$ cat src/rtl/qdec_pkg.sv
// Shared types, phase constants and Gray-code transition decoder for the quadrature decoder.
package qdec_pkg;

  typedef enum logic {INIT, TRACK} qdec_state_e;

  typedef logic [1:0] qdec_phase_t;

  localparam qdec_phase_t PH_00 = 2'b00;
  localparam qdec_phase_t PH_10 = 2'b10;
  localparam qdec_phase_t PH_11 = 2'b11;
  localparam qdec_phase_t PH_01 = 2'b01;

  // Result is {step, dir, illegal}; the up sequence is 00->10->11->01->00 (A leads B).
  function automatic logic [2:0] qdec_decode(input qdec_phase_t old_ph, input qdec_phase_t new_ph);
    qdec_phase_t next_up;
    logic [2:0]  res;
    case (old_ph)
      PH_00:   next_up = PH_10;
      PH_10:   next_up = PH_11;
      PH_11:   next_up = PH_01;
      default: next_up = PH_00;
    endcase
    res = 3'b000;
    if ((old_ph ^ new_ph) == 2'b11) begin
      res = 3'b001;
    end else if (old_ph != new_ph) begin
      res = {1'b1, (new_ph == next_up), 1'b0};
    end
    return res;
  endfunction

endpackage

$ cat src/rtl/qdec_filter.sv
// Per-phase glitch filter: the output follows the input only after the input has held a new
// level for FILT_CYCLES consecutive cycles.
module qdec_filter #(
  parameter int FILT_CYCLES = 8,
  parameter int FILT_W      = 4
) (
  input  logic clk,
  input  logic rst_n,
  input  logic d_i,
  output logic q_o
);

  logic [FILT_W-1:0] cnt;

  // Any return to the accepted level discards the partial count.
  always_ff @(posedge clk or negedge rst_n) begin
    if (!rst_n) begin
      q_o <= 1'b0;
      cnt <= '0;
    end else if (d_i == q_o) begin
      cnt <= '0;
    end else if (cnt == FILT_W'(FILT_CYCLES - 1)) begin
      q_o <= d_i;
      cnt <= '0;
    end else begin
      cnt <= cnt + 1'b1;
    end
  end

endmodule

$ cat src/rtl/quad_decoder.sv
// Quadrature decoder: synchronises A/B, optionally filters them (QDEC_GLITCH_FILTER_EN),
// and turns Gray-code transitions into step_en/step_dir pulses plus illegal-transition reporting.
module quad_decoder
  import qdec_pkg::*;
#(
  parameter int SYNC_STAGES = 2,
  parameter int FILT_CYCLES = 8,
  parameter int FILT_W      = 4,
  parameter int ERRCNT_W    = 8
) (
  input  logic                clk,
  input  logic                rst_n,
  input  logic                phase_a,
  input  logic                phase_b,
  input  logic                en_i,
  input  logic                clr_err,
  output logic                step_en,
  output logic                step_dir,
  output logic                err,
  output logic [ERRCNT_W-1:0] err_cnt,
  output logic [1:0]          phase_q
);

  if (SYNC_STAGES < 2) begin : g_bad_sync
    $error("quad_decoder: SYNC_STAGES must be at least 2");
  end
  if (FILT_CYCLES < 1 || (2 ** FILT_W) <= FILT_CYCLES) begin : g_bad_filt
    $error("quad_decoder: need FILT_CYCLES >= 1 and 2**FILT_W > FILT_CYCLES");
  end

  logic [SYNC_STAGES-1:0] sync_a;
  logic [SYNC_STAGES-1:0] sync_b;
  logic                   acc_a;
  logic                   acc_b;
  qdec_phase_t            new_ph;
  logic [2:0]             dec;
  qdec_state_e            state;

  always_ff @(posedge clk or negedge rst_n) begin
    if (!rst_n) begin
      sync_a <= '0;
      sync_b <= '0;
    end else begin
      sync_a <= {sync_a[SYNC_STAGES-2:0], phase_a};
      sync_b <= {sync_b[SYNC_STAGES-2:0], phase_b};
    end
  end

`ifdef QDEC_GLITCH_FILTER_EN
  qdec_filter #(.FILT_CYCLES(FILT_CYCLES), .FILT_W(FILT_W)) u_filt_a (
    .clk   (clk),
    .rst_n (rst_n),
    .d_i   (sync_a[SYNC_STAGES-1]),
    .q_o   (acc_a)
  );
  qdec_filter #(.FILT_CYCLES(FILT_CYCLES), .FILT_W(FILT_W)) u_filt_b (
    .clk   (clk),
    .rst_n (rst_n),
    .d_i   (sync_b[SYNC_STAGES-1]),
    .q_o   (acc_b)
  );
`else
  assign acc_a = sync_a[SYNC_STAGES-1];
  assign acc_b = sync_b[SYNC_STAGES-1];
`endif

  assign new_ph = {acc_a, acc_b};
  assign dec    = qdec_decode(qdec_phase_t'(phase_q), new_ph);

  // phase_q tracks the accepted level every cycle in both states, so a re-enable never sees a stale edge.
  always_ff @(posedge clk or negedge rst_n) begin
    if (!rst_n) begin
      state    <= INIT;
      phase_q  <= '0;
      step_en  <= 1'b0;
      step_dir <= 1'b0;
      err      <= 1'b0;
      err_cnt  <= '0;
    end else begin
      phase_q <= new_ph;
      step_en <= 1'b0;
      err     <= 1'b0;
      case (state)
        INIT: begin
          if (en_i) state <= TRACK;
        end
        TRACK: begin
          if (!en_i) begin
            state <= INIT;
          end else begin
            step_en <= dec[2];
            err     <= dec[0];
            if (dec[2]) step_dir <= dec[1];
          end
        end
        default: state <= INIT;
      endcase
      // A simultaneous clear beats the increment; the err pulse itself is unaffected.
      if (clr_err) begin
        err_cnt <= '0;
      end else if (state == TRACK && en_i && dec[0] && err_cnt != {ERRCNT_W{1'b1}}) begin
        err_cnt <= err_cnt + 1'b1;
      end
    end
  end

endmodule

$ cat config.mk
export PLATFORM = sky130hd
export DESIGN_NAME = quad_decoder
export DESIGN_NICKNAME = d
export VERILOG_FILES = /design/src/rtl/qdec_pkg.sv /design/src/rtl/qdec_filter.sv /design/src/rtl/quad_decoder.sv
export SDC_FILE = /design/constraint.sdc
export NUM_CORES = 1
export LEC_CHECK = 0
export ABC_AREA = 0
export CELL_PAD_IN_SITES_DETAIL_PLACEMENT = 1
export CELL_PAD_IN_SITES_GLOBAL_PLACEMENT = 1
export CORE_UTILIZATION = 33
export CTS_CLUSTER_DIAMETER = 100
export DETAILED_ROUTE_END_ITERATION = 10
export PLACE_DENSITY = 0.73
export SLEW_MARGIN = 20
export SYNTH_ARGS = -nofsm -noshare
export SYNTH_HDL_FRONTEND = slang
export SYNTH_HIERARCHICAL = 1
export SYNTH_SLANG_ARGS = --single-unit
$ cat constraint.sdc
create_clock -name clk -period 1.5 [get_ports clk]
set_input_delay 0.3 -clock clk [delete_from_list [all_inputs] [get_ports clk]]
set_output_delay 0.3 -clock clk [all_outputs]
set_load 0.1 [all_outputs]
Word-level counts from Yosys, hierarchy flattened
Index checks and enable logic that the tools add are counted.
{"block": "word_totals", "ff_bits": 18, "latchBits": 0, "mem_bits_rw": 0, "mem_bits_ro": 0, "wordCells": 32, "mem_count": 0}
{"block": "classes", "n_addsub": 1, "multipliers": 0, "n_div": 0, "order_cmp": 0, "eq_ne": 6, "n_shift": 0, "n_mux": 10, "bitwise_logic": 1, "n_reduce_logical": 6}
{"cell": "8-bit two-way mux", "count": 2}
{"cell": "8-bit by 1-bit adder with 8-bit output (second input constant)", "count": 1}
{"cell": "8-bit != test (second input constant)", "count": 1}
{"cell": "2-bit == test (second input constant)", "count": 3}
{"cell": "3-bit two-way mux", "count": 2}
{"cell": "2-bit case mux with 3 select lines", "count": 1}
{"cell": "1-bit two-way mux", "count": 5}
{"cell": "1-bit logical AND", "count": 3}
{"cell": "3-bit AND reduction", "count": 1}
{"cell": "2-bit == test", "count": 1}
{"cell": "2-bit zero test", "count": 1}
{"cell": "2-bit != test", "count": 1}
{"cell": "2-bit nonzero test", "count": 1}
{"cell": "2-bit XOR", "count": 1}

Depth between registers and ports, before layout
{"block": "logic_depth", "word_depth": 9, "depth_mapped": 8, "depth_no_buf": 8}

Worst setup path after synthesis
No wires, ideal clock.
{"block": "synth_path", "path_type": "register -> register", "startpoint": "register phase_q[0]", "endpoint": "register err_cnt[3]", "setup_time_ps": 125, "t_arrival_ps": 2153, "required_time_ps": 1375, "slack_ps": -778, "stages_incl_launch_ff": 8, "period_less_slack_ps": 2278, "cell_sequence": "dfrtp_1 > xnor2_1 > inv_1 > ha_1 > nand3_1 > nor2_1 > and2_4 > mux2_4"}
{"block": "synth_via", "elab_chain_len": 6}
{"item": "start, declared", "line": "quad_decoder.sv:21", "rtl": "output logic [1:0] phase_q"}
{"item": "start signal, assigned", "line": "quad_decoder.sv:80", "rtl": "phase_q <= new_ph;"}
{"item": "2-bit XOR", "line": "qdec_pkg.sv:24", "rtl": "if ((old_ph ^ new_ph) == 2'b11) begin"}
{"item": "2-bit == test", "line": "qdec_pkg.sv:24"}
{"item": "3-bit two-way mux", "line": "qdec_pkg.sv:24"}
{"item": "1-bit logical AND (2 in a row)", "line": "quad_decoder.sv:101", "rtl": "end else if (state == TRACK && en_i && dec[0] && err_cnt != {ERRCNT_W{1'b1}}) begin"}
{"item": "2-bit nonzero test (no source line)"}
{"item": "end signal, assigned", "line": "quad_decoder.sv:102", "rtl": "err_cnt <= err_cnt + 1'b1;"}
{"item": "end, declared", "line": "quad_decoder.sv:20", "rtl": "output logic [ERRCNT_W-1:0] err_cnt,"}
Every way passes these cells.
A chain may end at the register's enable or synchronous reset.

Worst setup path after layout
{"block": "layout_path", "startpoint": "register phase_q[1]", "endpoint": "register err_cnt[3]"}
Same word-level chain as after synthesis.

==> impl_results.rst <==
.. list-table::
   :header-rows: 1

   * - Metric
     - Value
   * - Run status
     - finished with violations
   * - Violations in the final reports
     - setup timing
   * - Global-route wire length before repair
     - 3130 um
   * - Mean instance size in the synthesized netlist
     - approximately 12 um^2
   * - Number of cells after detailed placement
     - ~120
   * - Residual DRC count
     - 0
   * - Mapped cell area
     - just under 800 um^2
   * - Minimum setup slack among reg-to-reg paths
     - -0.13 ns
   * - Crit Reg-Reg Endpoint
     - err_cnt[3]
   * - Count of flip-flops with a built-in enable after synthesis
     - 0
   * - Worst clock skew
     - roughly 0.0076 ns
   * - Instance count of the mapped netlist
     - 65
   * - Final weighted congestion in routability-driven placement
     - between 0.7 and 0.8
   * - Core box area
     - 2230 um^2
   * - Vertical die dimension
     - approximately 50 um
   * - Power per cell area
     - approximately 800 nW/um^2
   * - Growth of design area from synthesis to finish
     - 76.7%
   * - Critical Path Fanout Max
     - 4
   * - Cell accounting for the most synthesized area
     - sky130_fd_sc_hd__dfrtp_1
   * - Initial core utilization
     - 0.351
   * - Clk Tree Root Cell
     - sky130_fd_sc_hd__clkbuf_4
   * - Count of max-cap constraint violations
     - 0
   * - Buffer count from post-CTS setup fixing
     - 0
   * - TritonCTS Buffers
     - 3
   * - X dimension of the die
     - roughly 51 um
   * - Most frequent cell after synthesis
     - sky130_fd_sc_hd__dfrtp_1
   * - Count of endpoints failing hold in the final timing report
     - 0
   * - Maximum number of pins on one net before global-route repair
     - 19
   * - Clock sink count
     - 18
   * - Launch point of the worst reg-to-reg path
     - phase_q[1]
   * - Total setup violations reported at the end of the flow
     - 9
   * - Post-CTS clock slew at the launch and capture registers of the worst setup and hold paths
     - between 0.1 and 0.15 ns
   * - Count of inserted antenna diode cells
     - 0
   * - Final standard cell area without fillers
     - 1380 um^2
   * - Flop and latch count out of synthesis
     - 18
   * - Placed cell areas
     - between 1000 and 1500 um^2
   * - Standard-cell rows
     - 17
   * - Fill cell instance count of the final layout
     - between 200 and 250
   * - Crit Path Class
     - register to register
   * - Cell count of the worst reg-to-reg path
     - 6
   * - Final worst path period share
     - 1.09
   * - Iteration-0 DRC count of the detailed router
     - 6
   * - H-tree depth
     - 1
   * - Multi-input combinational cell area
     - 410 um^2
   * - Required time of the critical path
     - 1.70 ns
   * - Fmax achieved
     - between 600 and 700 MHz
   * - Worst skew pair latency
     - 0.30 ns
   * - Iteration count of the initial detailed-routing pass
     - 4
   * - Synthesized net count
     - 74
   * - Average wire length per cell after detail routing
     - between 10 and 15 um
   * - Layout Nets
     - 108
   * - Slack of the critical path
     - -0.131 ns
   * - Average via count per standard cell
     - ~4.9
   * - HPWL reported at the end of detailed placement
     - about 1400 um
   * - Slew Limit Fails
     - 0
   * - Sequential cell area in the final layout
     - 479 um^2
   * - Crit end category
     - register
   * - Non-filler instance count after layout
     - approximately 130
   * - Die ar.
     - 2570 um^2
   * - TritonCTS clock tree
     - yes
   * - Worst slew slack as a fraction of its limit
     - 0.784
   * - Leading cell types by total area after synthesis
     - sky130_fd_sc_hd__dfrtp_1 58%, sky130_fd_sc_hd__ha_1 4.8%, sky130_fd_sc_hd__xnor2_1 3.4%
   * - Sequential-to-total area share from yosys stat
     - 0.575
   * - Boundary pin count
     - 19
   * - Share of cells above drive strength 1
     - 0.561
   * - Netlist cell types
     - 25
   * - Final core utilization
     - 0.620
   * - Setup repair after global routing missed its margin
     - true
   * - Class of the most critical hold timing path
     - input pin to async pin
   * - Leak
     - 0.582 nW
   * - Aggregate global-route resource usage
     - 0.174
   * - Antenna violations before repair
     - 0
   * - Synth top area share
     - 0.575
   * - Routed Wire Length
     - about 1800 um
   * - Post-route ant nets
     - 0
   * - Most frequent cells after synthesis
     - 18 x sky130_fd_sc_hd__dfrtp_1, 5 x sky130_fd_sc_hd__nor2_1, 4 x sky130_fd_sc_hd__inv_1, 4 x sky130_fd_sc_hd__nand3_1
   * - Actual slew at the worst max-slew pin
     - between 0.3 and 0.4 ns
   * - GRT overflow
     - 0
   * - Arr. time, crit path
     - roughly 1.8 ns
   * - Number of buffer cells added on primary ports
     - 18
   * - Total number of vias
     - ~610
   * - Longest Clk Path Bufs
     - 2
   * - Top_reg_cell synth
     - sky130_fd_sc_hd__dfrtp_1
   * - Fraction of synthesis flops using an asynchronous set or reset pin
     - 1.00
   * - Number of global-route vias before repair
     - about 660
   * - Largest voltage drop on the vdd net
     - around 0.73 mV
   * - Final Critical Period
     - approximately 1.6 ns
   * - Count of synthesis-stage warnings from yosys
     - 6
   * - Crit start category
     - register
-- critical path, cell delays in order (launching register included) --
cell	delay, ns
sky130_fd_sc_hd__dfrtp_4	0.52
sky130_fd_sc_hd__xor2_4	0.19
sky130_fd_sc_hd__ha_4	0.17
sky130_fd_sc_hd__nand3_4	0.10
sky130_fd_sc_hd__nor2_4	0.10
sky130_fd_sc_hd__and2_4	0.16
sky130_fd_sc_hd__mux2_4	0.29
-- cells in the final DEF (no fill, tap or decap), types with 2 or more instances in the layout --
master	synthesis	final
sky130_fd_sc_hd__buf_12	0	13
sky130_fd_sc_hd__buf_4	0	13
sky130_fd_sc_hd__dfrtp_1	18	9
sky130_fd_sc_hd__dfrtp_4	0	7
sky130_fd_sc_hd__clkdlybuf4s50_1	0	5
sky130_fd_sc_hd__nor2_1	5	4
sky130_fd_sc_hd__nand3_1	4	3
sky130_fd_sc_hd__a21oi_1	3	3
sky130_fd_sc_hd__clkbuf_4	0	3
sky130_fd_sc_hd__inv_2	0	2
sky130_fd_sc_hd__inv_1	4	2
sky130_fd_sc_hd__a211oi_1	3	2
sky130_fd_sc_hd__xnor2_1	3	2
sky130_fd_sc_hd__nor2b_1	2	2
sky130_fd_sc_hd__mux2_4	1	2
sky130_fd_sc_hd__xor2_1	3	2
sky130_fd_sc_hd__ha_4	0	2
sky130_fd_sc_hd__dfrtp_2	0	2
-- power by group --
group / total, W / switching (W) / internal, W
Clock: 0.000302 / 0.000154 / 0.000148
Combinational: 0.000276 / 0.000159 / 0.000117
Sequential: 0.000530 / 0.0000221 / 0.000508
Total: 0.00111 / 0.000335 / 0.000772
-- state kept, by name, summed over array words and instances (netlist names) --
| signal | count |
|---|---|
| step_en | 1 |
| phase_q | 2 |
| state | 1 |
| err_cnt | 8 |
| sync_a | 2 |
| err | 1 |
| sync_b | 2 |
| step_dir | 1 |
-- per-stage QoR --
stage	TNS, ns	hold slack [ns]	setup WS (ns)	total power [W]
floorplan	-1.50	0.00441	-0.275	0.000688
global placement	-0.381	0.336	-0.100	0.000799
detailed placement	-0.888	0.354	-0.148	0.000806
CTS	-0.870	0.326	-0.137	0.00112
global route	-1.51	0.331	-0.209	0.00115
finish	-0.701	0.318	-0.131	0.00111
-- layer usage --
| layer | share of wire | routed length [um] | track usage |
|---|---|---|---|
| met1 | 0.44 | 811 | 0.220 |
| met2 | 0.52 | 947 | 0.280 |
| met3 | 0.032 | 58 | 0.0455 |
| met4 | 0.0071 | 13 | 0.0694 |
| met5 | 0 | 0 | 0 |
-- timing repair --
item,in CTS,in global routing
hold endpoints to repair,0,0
gates resized for setup,5,2
pin swaps,2,1
setup endpoints to repair,9,9
hold buffers,0,0
-- kinds of logic after synthesis --
| kind of cell | share of synthesized area |
|---|---|
| fa+ha+maj | 0.0479 |
| mux | 0.0463 |
| flops | 0.575 |
| xor+xnor | 0.0671 |
| simple gates | 0.145 |
| compound gates | 0.0799 |
| buf+inv | 0.0383 |
-- how the worst max path moves through the flow --
stage	from	to	slack, ns	depth (start not counted)
floorplan	phase_q[0]	err_cnt[3]	-0.28	7
global placement	en_i	err_cnt[3]	-0.10	5
detailed placement	en_i	err_cnt[3]	-0.15	5
CTS	phase_q[1]	err_cnt[3]	-0.14	6
global route	phase_q[1]	err_cnt[4]	-0.21	6
finish	phase_q[1]	err_cnt[3]	-0.13	6
-- area by class of cell --
cell class | count | share of cell area
multi-input cells | 41 | 0.297
inverters | 4 | 0.0108
flip-flops and latches | 18 | 0.346
repair buffers | 31 | 0.295
clock buffers | 4 | 0.0262
well taps | 28 | 0.0253
Note: power is estimated with default switching activity, not from simulation.
